--- src/rtl/conv_job_sequencer.sv ---
// Job-level sequencer for the convolution core: loads filter/IF/psum words from
// source memories into the core FIFOs, pulses start, then drains results.

module conv_job_stream #(
  parameter int W            = 16,
  parameter int SRC_ADDR_LEN = 8,
  parameter int CNT_LEN      = 8
) (
  input  logic                    clk,
  input  logic                    rst,
  input  logic                    load,
  input  logic [CNT_LEN-1:0]      cnt,
  input  logic                    active,
  output logic                    src_rd,
  output logic [SRC_ADDR_LEN-1:0] src_addr,
  input  logic [W-1:0]            src_data,
  output logic                    wen,
  output logic [W-1:0]            din,
  input  logic                    full,
  output logic                    done
);

  logic [CNT_LEN-1:0]      remaining;
  logic [SRC_ADDR_LEN-1:0] addr;
  logic                    rd_q;
  logic [W-1:0]            mem [2];
  logic                    wr_ptr;
  logic                    rd_ptr;
  logic [1:0]              count;
  logic                    pop;
  logic [2:0]              level;

  // level counts skid entries plus the read in flight, after this cycle's pop;
  // keeping it below 2 before a read guarantees the skid never overflows.
  assign pop      = (count != 2'd0) && !full;
  assign level    = {1'b0, count} + {2'b00, rd_q} - {2'b00, pop};
  assign src_rd   = active && (remaining != '0) && (level < 3'd2);
  assign src_addr = addr;
  assign wen      = pop;
  assign din      = mem[rd_ptr];
  assign done     = (remaining == '0) && (level == 3'd0);

  always_ff @(posedge clk) begin
    if (rst) begin
      remaining <= '0;
      addr      <= '0;
      rd_q      <= 1'b0;
      wr_ptr    <= 1'b0;
      rd_ptr    <= 1'b0;
      count     <= 2'd0;
    end else begin
      if (load) begin
        remaining <= cnt;
        addr      <= '0;
      end else if (src_rd) begin
        remaining <= remaining - 1'b1;
        addr      <= addr + 1'b1;
      end
      rd_q <= src_rd;
      if (rd_q) wr_ptr <= ~wr_ptr;
      if (pop) rd_ptr <= ~rd_ptr;
      count <= level[1:0];
    end
  end

  always_ff @(posedge clk) begin
    if (rd_q) mem[wr_ptr] <= src_data;
  end

endmodule

module conv_job_sequencer #(
  parameter int IF_SCRATCH_WIDTH    = 16,
  parameter int FILT_SCRATCH_WIDTH  = 16,
  parameter int P_SUM_SCRATCH_WIDTH = 32,
  parameter int FILT_ADDR_LEN       = 4,
  parameter int IF_ADDR_LEN         = 4,
  parameter int SRC_ADDR_LEN        = 8,
  parameter int CNT_LEN             = 8,
  parameter int START_FIRST         = 0
) (
  input  logic                                       clk,
  input  logic                                       rst,
  input  logic                                       job_valid,
  output logic                                       job_ready,
  input  logic [CNT_LEN-1:0]                         job_if_cnt,
  input  logic [CNT_LEN-1:0]                         job_filt_cnt,
  input  logic [CNT_LEN-1:0]                         job_psum_cnt,
  input  logic [CNT_LEN-1:0]                         job_out_cnt,
  input  logic [FILT_ADDR_LEN-1:0]                   job_filt_len,
  input  logic [IF_ADDR_LEN-1:0]                     job_stride_len,
  input  logic [1:0]                                 job_calc_mod,
  input  logic                                       job_just_add,
  output logic                                       if_src_rd,
  output logic [SRC_ADDR_LEN-1:0]                    if_src_addr,
  input  logic [IF_SCRATCH_WIDTH+1:0]                if_src_data,
  output logic                                       filt_src_rd,
  output logic [SRC_ADDR_LEN-1:0]                    filt_src_addr,
  input  logic [FILT_SCRATCH_WIDTH-1:0]              filt_src_data,
  output logic                                       psum_src_rd,
  output logic [SRC_ADDR_LEN-1:0]                    psum_src_addr,
  input  logic [P_SUM_SCRATCH_WIDTH-1:0]             psum_src_data,
  output logic                                       IF_wen,
  output logic [IF_SCRATCH_WIDTH+1:0]                IF_din,
  input  logic                                       IF_full,
  output logic                                       filter_wen,
  output logic [FILT_SCRATCH_WIDTH-1:0]              filter_din,
  input  logic                                       filter_full,
  output logic                                       psum_buf_wen,
  output logic [P_SUM_SCRATCH_WIDTH-1:0]             P_sum_buff_inp,
  input  logic                                       psum_buf_full,
  output logic                                       start,
  output logic [FILT_ADDR_LEN-1:0]                   filt_len,
  output logic [IF_ADDR_LEN-1:0]                     stride_len,
  output logic [1:0]                                 calc_mod,
  output logic                                       just_add_flag,
  output logic                                       outbuf_ren,
  input  logic [IF_SCRATCH_WIDTH+FILT_SCRATCH_WIDTH-1:0] outbuf_dout,
  input  logic                                       outbuf_empty,
  output logic                                       res_valid,
  input  logic                                       res_ready,
  output logic [IF_SCRATCH_WIDTH+FILT_SCRATCH_WIDTH-1:0] res_data,
  output logic                                       busy,
  output logic                                       done,
  output logic [2:0]                                 dbg_state
);

  typedef enum logic [2:0] {
    S_IDLE      = 3'd0,
    S_PRE_START = 3'd1,
    S_LOAD      = 3'd2,
    S_START     = 3'd3,
    S_DRAIN     = 3'd4,
    S_DONE      = 3'd5
  } state_t;

  state_t             state;
  state_t             state_nxt;
  logic               accept;
  logic               load_active;
  logic               if_done;
  logic               filt_done;
  logic               psum_done;
  logic               load_done;
  logic               drain_done;
  logic [CNT_LEN-1:0] out_rem;

  // Handshakes (job, result): a transfer happens in a cycle where valid and
  // ready are both high; valid never drops and data never changes while the
  // transfer is pending.
  assign job_ready   = (state == S_IDLE);
  assign accept      = job_valid && job_ready;
  assign load_active = (state == S_LOAD);
  assign load_done   = if_done && filt_done && psum_done;
  assign busy        = (state != S_IDLE);
  assign done        = (state == S_DONE);
  assign dbg_state   = state;

  conv_job_stream #(
    .W(IF_SCRATCH_WIDTH + 2), .SRC_ADDR_LEN(SRC_ADDR_LEN), .CNT_LEN(CNT_LEN)
  ) u_if_stream (
    .clk(clk), .rst(rst), .load(accept), .cnt(job_if_cnt), .active(load_active),
    .src_rd(if_src_rd), .src_addr(if_src_addr), .src_data(if_src_data),
    .wen(IF_wen), .din(IF_din), .full(IF_full), .done(if_done)
  );

  conv_job_stream #(
    .W(FILT_SCRATCH_WIDTH), .SRC_ADDR_LEN(SRC_ADDR_LEN), .CNT_LEN(CNT_LEN)
  ) u_filt_stream (
    .clk(clk), .rst(rst), .load(accept), .cnt(job_filt_cnt), .active(load_active),
    .src_rd(filt_src_rd), .src_addr(filt_src_addr), .src_data(filt_src_data),
    .wen(filter_wen), .din(filter_din), .full(filter_full), .done(filt_done)
  );

  conv_job_stream #(
    .W(P_SUM_SCRATCH_WIDTH), .SRC_ADDR_LEN(SRC_ADDR_LEN), .CNT_LEN(CNT_LEN)
  ) u_psum_stream (
    .clk(clk), .rst(rst), .load(accept), .cnt(job_psum_cnt), .active(load_active),
    .src_rd(psum_src_rd), .src_addr(psum_src_addr), .src_data(psum_src_data),
    .wen(psum_buf_wen), .din(P_sum_buff_inp), .full(psum_buf_full), .done(psum_done)
  );

  // A result accepted this cycle counts as drained, so done follows the last
  // result handshake by exactly one cycle.
  assign outbuf_ren = (state == S_DRAIN) && (out_rem != '0) && !outbuf_empty &&
                      (!res_valid || res_ready);
  assign drain_done = (out_rem == '0) && (!res_valid || res_ready);

  always_comb begin
    state_nxt = state;
    case (state)
      S_IDLE:      if (job_valid) state_nxt = (START_FIRST != 0) ? S_PRE_START : S_LOAD;
      S_PRE_START: state_nxt = S_LOAD;
      S_LOAD:      if (load_done) state_nxt = (START_FIRST != 0) ? S_DRAIN : S_START;
      S_START:     state_nxt = S_DRAIN;
      S_DRAIN:     if (drain_done) state_nxt = S_DONE;
      S_DONE:      state_nxt = S_IDLE;
      default:     state_nxt = S_IDLE;
    endcase
  end

  always_ff @(posedge clk) begin
    if (rst) begin
      state <= S_IDLE;
      start <= 1'b0;
    end else begin
      state <= state_nxt;
      start <= (state_nxt == S_PRE_START) || (state_nxt == S_START);
    end
  end

  always_ff @(posedge clk) begin
    if (rst) begin
      filt_len      <= '0;
      stride_len    <= '0;
      calc_mod      <= 2'd0;
      just_add_flag <= 1'b0;
      out_rem       <= '0;
      res_valid     <= 1'b0;
      res_data      <= '0;
    end else begin
      if (accept) begin
        filt_len      <= job_filt_len;
        stride_len    <= job_stride_len;
        calc_mod      <= job_calc_mod;
        just_add_flag <= job_just_add;
        out_rem       <= job_out_cnt;
      end else if (outbuf_ren) begin
        out_rem <= out_rem - 1'b1;
      end
      if (outbuf_ren) begin
        res_data  <= outbuf_dout;
        res_valid <= 1'b1;
      end else if (res_ready) begin
        res_valid <= 1'b0;
      end
    end
  end

endmodule

--- config.mk ---
export PLATFORM = sky130hd
export DESIGN_NAME = conv_job_sequencer
export DESIGN_NICKNAME = d
export VERILOG_FILES = /design/src/rtl/conv_job_sequencer.sv
export SDC_FILE = /design/constraint.sdc
export NUM_CORES = 1
export LEC_CHECK = 0
export CORE_MARGIN = 2
export CORE_UTILIZATION = 43
export DETAILED_ROUTE_END_ITERATION = 16
export GPL_TIMING_DRIVEN = 1
export MAX_ROUTING_LAYER = met4
export PLACE_DENSITY = 0.83
export SYNTH_ARGS = -nofsm -noshare
export SYNTH_HDL_FRONTEND = slang
export SYNTH_SLANG_ARGS = --single-unit
--- constraint.sdc ---
create_clock -name clk -period 3.2 [get_ports clk]
set_input_delay 0.64 -clock clk [delete_from_list [all_inputs] [get_ports clk]]
set_output_delay 0.64 -clock clk [all_outputs]
set_load 0.005 [all_outputs]
== After elaboration in Yosys (flattened, before gate mapping) ==
Memories as Yosys holds them, arrays and structs flattened. A register that Yosys moved wholly into a read port is not among the register bits.
Cells that the tools add are included.
Word-level totals
  word-level logic and storage cells: 133
  memories: 3
  memory bits (writable): 132
  input port bits: 149
  register bits after elaboration: 119
Operators by class
  reduce and logical (&&, ||, !) cells: 48
  eq/ne operators: 7
  muxes and demuxes: 26
  order comparisons: 3
  add/subtract/negate cells: 13
  bitwise logic cells: 6
Memories
  u_psum_stream.mem: depth 2, width 32, rd ports 1, clocked after memory_dff 1, write ports 1, RTL line 26  | logic [W-1:0] mem [2];
  u_if_stream.mem: depth 2, width 18, rd ports 1, clocked after memory_dff 1, write ports 1, RTL line 26
  u_filt_stream.mem: depth 2, width 16, rd ports 1, clocked after memory_dff 1, write ports 1, RTL line 26
Operators by type and width (number)
  $mux W8: 8
  $logic_not A8 Y1: 4
  $reduce_bool A8 Y1: 4
  $sub A8 B1 Y8 const B: 4
  $add A8 B1 Y8 const B: 3
  $logic_and A1 B1 Y1: 19
  $reduce_bool A2 Y1: 8
  $pmux W3 S5: 1
  $mux W1: 14
  $logic_not A3 Y1: 4
  $add A2 B1 Y3: 3
  $eq A3 B2 Y1 const B: 3
  $lt A3 B2 Y1 const B: 3
  $mux W3: 3
  $sub A3 B1 Y3: 3
  $eq A3 B1 Y1 const B: 2
  $eq A3 B3 Y1 const B: 2
  $not A1 Y1: 6
  $logic_not A1 Y1: 5
  $reduce_bool A3 Y1: 1
  $logic_or A1 B1 Y1: 2
  $reduce_or A2 Y1: 1

== Depth between registers and ports, before layout ==
  depth in word-level cells: 11
  depth in mapped cells: 12
  gate-level depth less buffers: 11

== Hierarchy ==
From an unflattened synthesis, not the netlist that was laid out.
Unflattened totals
  cell total of the unflattened synthesis: 922
  area total of the unflattened synthesis: 10679.0 µm²
By module, submodules not included
  conv_job_stream at u_psum_stream: cells an instance 246, area each 3539.6 µm², sequential area each 2362.3 µm², times used 1
  conv_job_stream at u_if_stream: cells an instance 211, area each 2561.2 µm², sequential area each 1521.5 µm², times used 1
  conv_job_stream at u_filt_stream: cells an instance 196, area each 2391.0 µm², sequential area each 1401.3 µm², times used 1
  conv_job_sequencer: cells an instance 269, area each 2187.1 µm², sequential area each 1121.1 µm², times used 1

== Worst setup path before layout ==
OpenSTA, ideal clock, no wires.
  path type: input -> output
  start: input IF_full
  end: output if_src_rd
  cell stages on the path: 9
  data arrival time: 2.679 ns
  required time: 2.560 ns
  setup slack: -0.119 ns
  path through: nor2_1 -> ha_1 -> inv_1 -> ha_1 -> fa_1 -> nor4b_1 -> nand2b_1 -> clkbuf_1 -> nor2_2
On the way
  longest elaborated chain between the ends: 5
RTL lines
  start, declared: RTL line 105  | input logic IF_full,
  $logic_not A1 Y1: RTL line 35  | assign pop = (count != 2'd0) && !full;
  $logic_and A1 B1 Y1: RTL line 35
  $sub A3 B1 Y3: RTL line 36  | assign level = {1'b0, count} + {2'b00, rd_q} - {2'b00, pop};
  net u_if_stream.level[1]: RTL line 31  | logic [2:0] level;
  $lt A3 B2 Y1: RTL line 37  | assign src_rd = active && (remaining != '0) && (level < 3'd2);
  $logic_and A1 B1 Y1: RTL line 37
  end, declared: RTL line 94  | output logic if_src_rd,
The timed path passes the listed nets, and every way through them passes these cells.

== Final worst setup path ==
  start: register u_if_stream.count[0]
  end: output if_src_rd
On the way
  longest elaborated chain between the ends: 5
  elaborated cells on any way between the ends: 6
  those cells by class: 2 x add/sub; 1 x order compare; 3 x reduce/logical
RTL lines
  start, declared: RTL line 29  | logic [1:0] count;
  start signal, assigned: RTL line 62  | count <= level[1:0];
  parallel branches: the longest is 2 deep, another holds $add A2 B1 Y3
  $sub A3 B1 Y3 *: RTL line 36
  net u_if_stream.level[1]: RTL line 31
  $lt A3 B2 Y1 *: RTL line 37
  $logic_and A1 B1 Y1 *: RTL line 37
Mark *: on every way through the listed nets, which the timed path passes.

==> key figures <==
Drt
  – DR WL/cell: 16.77 um
  – DRC: 0
  – DR pass1 iterations: 5
  – Antenna viol nets, final: 0
  – Drt initial violations: 397
  – DR vias: 7,561
  – Drt total wl: 25.46 mm
  – Vias/cell: 4.981

Logic synthesis
  – Ys async rst share: 0%
  – EDFF count, synth: 132
  – Syn_nets: 1,018
  – Synthesized area per cell: 11.95 um^2
  – Synth warnings: 0
  – Most frequent cell after synthesis: edfxtp_1
  – Most frequent cells after synthesis: edfxtp_1 (132), dfxtp_1 (122), nand2_1 (98)
  – Syn Std Cell Area: 10,180 um^2
  – #FFs+latches synth: 254
  – Leading area contributor after synthesis: edfxtp_1
  – Mux share of post-synthesis cell area: 7.690%
  – Simple-Gate Fraction of Synth Area: 14.28%
  – XOR/XNOR Fraction of Synth Area: 4.128%
  – Compound-Gate Fraction of Synth Area: 5.786%
  – Largest family of logic cells by synthesized area: simple AND/OR/NAND/NOR gates
  – Syn Inst Count: 852
  – Area contributors post-synth: edfxtp_1 (39%), dfxtp_1 (24%), mux2_2 (7.3%), nand2_1 (3.6%), nor2_1 (2.7%)
  – Main synth FF type: edfxtp_1
  – Sequential fraction of the synthesis area: 62.90%
  – Share of the synthesized area in the top cell type: 38.92%
  – Synth cell types: 52
  – Synth Area in Adders: 2.310%

Clock network
  – TritonCTS Buffers: 26
  – Clk Latency, worst-skew pair: 0.54 ns
  – Htree depth: 1
  – Clk sinks: 254
  – Hold Buf Count CTS: 0
  – Clk slew on worst S/H paths: 0.06 ns
  – Root Driver: clkbuf_16
  – CTS tree: done
  – CTS Buffer Depth: 3

Global routing
  – Pin count of the biggest net entering global routing: 62
  – First-pass GRT wire length: 38.02 mm
  – Vias in the first global route: 7,538
  – Initial antenna violation count: 1
  – Total gr overflow: 0
  – Total Routing Usage GR: 19.79%

Setup path
  – Critical Path AT: 2.72 ns
  – Crit-path slowest cell: fa_1
  – Worst path most repeated cell: nor2_2
  – CP delay by family, top: adder cells
  – Crit start category: flip-flop
  – CP Cell Sequence: nor2_2 > nor2_2 > ha_1 > inv_1 > ha_2 > fa_1 > nor4b_2 > nand2b_1 > nor2_4 > buf_2
  – Crit-path max cell delay: 0.48 ns
  – Crit Path Category: flip-flop to output port
  – Top fanout value on the critical path: 2
  – Crit path capture type: output port
  – Req. time, crit path: 2.56 ns
  – WP buf/inv: 2

Power
  – Total Power: 10,060 uW
  – Seq pwr share: 39.6%
  – PD cells: 683.1 nW/um^2
  – Clock power share: 30.2%
  – Int Power: 7339 uW
  – Leak: 0.005152 uW
  – Peak supply drop: 0.4338 mV
  – Net switching power: 2719 uW
  – Sw Share: 27.03%
  – Comb pwr share: 30.1%

Status
  – Status: complete, but fails checks
  – Failing checks: setup timing

Floorplanning
  – Die width: 157.9 um
  – Die Footprint: 24,930 um^2
  – Initial Util: 43.65%
  – Core ar.: 23,330 um^2
  – Io pins: 297
  – Row Count: 56
  – Die Span Y: 157.9 um

Final layout
  – Layout cells sized above 1: 16.46%
  – NumNets Final: 1,345
  – Finished Layout Cells: 1,518
  – Final design utilization: 63.11%
  – Layout area overhead: 44.58%
  – Fill cell count: 1,795

Timing
  – Max-slew violations: 0
  – Worst Setup Slack, final: -0.1557 ns
  – Worst-Margin Slew: 0.8906 ns
  – Setup TNS: -0.1557 ns
  – Rel. slew slack: 40.62%
  – Highest clock rate: 298.0 MHz
  – Fin crit share: 104.9%
  – Setup Viol. Count Final: 1
  – Final hold slack: 0.4522 ns
  – Final Critical Period: 3.356 ns
  – RSZ-0062 raised after global routing: yes
  – Final hold vios: 0
  – Clock Skew: 0.02196 ns

Placement
  – Dpl hpwl: 17.95 mm
  – Final GP Congestion: 0.8339
  – I/O Buffers: 296
  – DP Cell Count: 1,462

Job
  – Max_cap viols: 0

Worst hold path
  – Worst Hold Class: flip-flop to flip-flop
-- registers in the layout, indices dropped and copies added, names as in the netlist, 2 cells and up, named ones only --
name,flops
stride_len,4
u_filt_stream.mem,32
out_rem,8
res_data,32
u_psum_stream.mem,64
u_if_stream.count,2
filt_len,4
u_psum_stream.remaining,8
u_psum_stream.src_addr,8
u_if_stream.src_addr,8
u_filt_stream.count,2
u_psum_stream.count,2
u_filt_stream.src_addr,8
u_if_stream.remaining,8
u_filt_stream.remaining,8
dbg_state,3
calc_mod,2
u_if_stream.mem,36
-- power groups by stage --
stage / Combinational (uW) / Clock (uW) / Sequential, uW
after detailed placement: 2800 / 0 / 4030
final: 3030 / 3040 / 3990
after global routing: 3280 / 3220 / 4020
after floorplan: 1490 / 0 / 3970
after CTS: 2970 / 3110 / 3980
after global placement: 2740 / 0 / 4020
-- worst register-to-register path, delay by kind of cell (launching register included) --
family / cells / cell delay [ns]
simple gates: 6 / 1.04
fa+ha+maj: 3 / 0.91
flops: 1 / 0.32
compound gates: 1 / 0.29
buf+inv: 2 / 0.24
-- layout by cell type (no fill, tap or decap), types with 3 or more instances in the layout --
master,n
clkdlybuf4s50_1,289
edfxtp_1,132
dfxtp_1,116
nand2_1,97
nor2_1,67
mux2_2,66
a21oi_1,52
buf_4,51
clkbuf_16,26
xor2_1,25
nand3_1,23
xnor2_1,21
inv_1,21
a211oi_1,21
nor3_1,20
nand4_1,14
nor4_1,10
nor2b_1,10
and3_1,10
ha_1,10
clkbuf_1,9
and2_1,8
o21ai_0,7
nand4b_1,5
nand3b_1,4
nand2b_1,4
nor2_4,4
nor2_2,4
mux2i_1,4
a31oi_1,4
clkbuf_8,4
dfxtp_2,4
ha_4,3
clkinv_2,3
bufinv_16,3
dlygate4sd2_1,3
-- per-layer routing --
metal,routed length (um),global-route usage [%],vias to the layer above
li1,-,-,3667
met1,9970,22.07,3594
met2,12700,34.20,251
met3,2048,5.721,49
met4,739,6.320,0
met5,0,-,-
-- kinds of logic (layout without fill, tap and decap cells) --
kind of cell / after synthesis / in the layout
xor+xnor: 48 / 48
mux: 70 / 70
buf+inv: 72 / 417
other cells: 0 / 2
compound gates: 94 / 94
fa+ha+maj: 17 / 17
simple gates: 297 / 297
flops: 254 / 254
-- what timing repair did --
item,CTS,global route
endpoints found under the setup margin,3,4
pin swaps,16,13
gates cloned,0,0
resized for setup,40,8
endpoints found under the hold margin,0,0
setup buffers,8,0
-- cell type report --
class	instances	area, um^2	area share (%)
diodes	2	5.005	0.03399
clock buffers	39	739.5	5.022
clock inverters	7	121.4	0.8242
inverters	24	92.59	0.6288
multi-input cells	526	3600	24.45
flip-flops and latches	254	6419	43.59
well taps	319	399.1	2.711
repair buffers	347	3349	22.75
-- worst paths after layout --
path,start,depth (start not counted),end,slack (ns)
worst max-delay path,u_if_stream.count[0],10,if_src_rd,-0.16
worst min-delay path,filt_len[0],2,filt_len[0],0.45
worst max register to register,u_if_stream.count[0],12,start,0.31
worst min register to register,filt_len[0],2,filt_len[0],0.45
-- metrics by stage --
stage	setup slack, ns	instance area, um^2
2_1_floorplan	0.05932	10200
3_3_place_gp	-0.7148	13690
3_5_place_dp	-0.7377	13690
4_1_cts	-0.1834	14670
5_1_grt	-0.2694	14720
6_report	-0.1557	14730
Note: power is estimated with default switching activity, not from simulation.
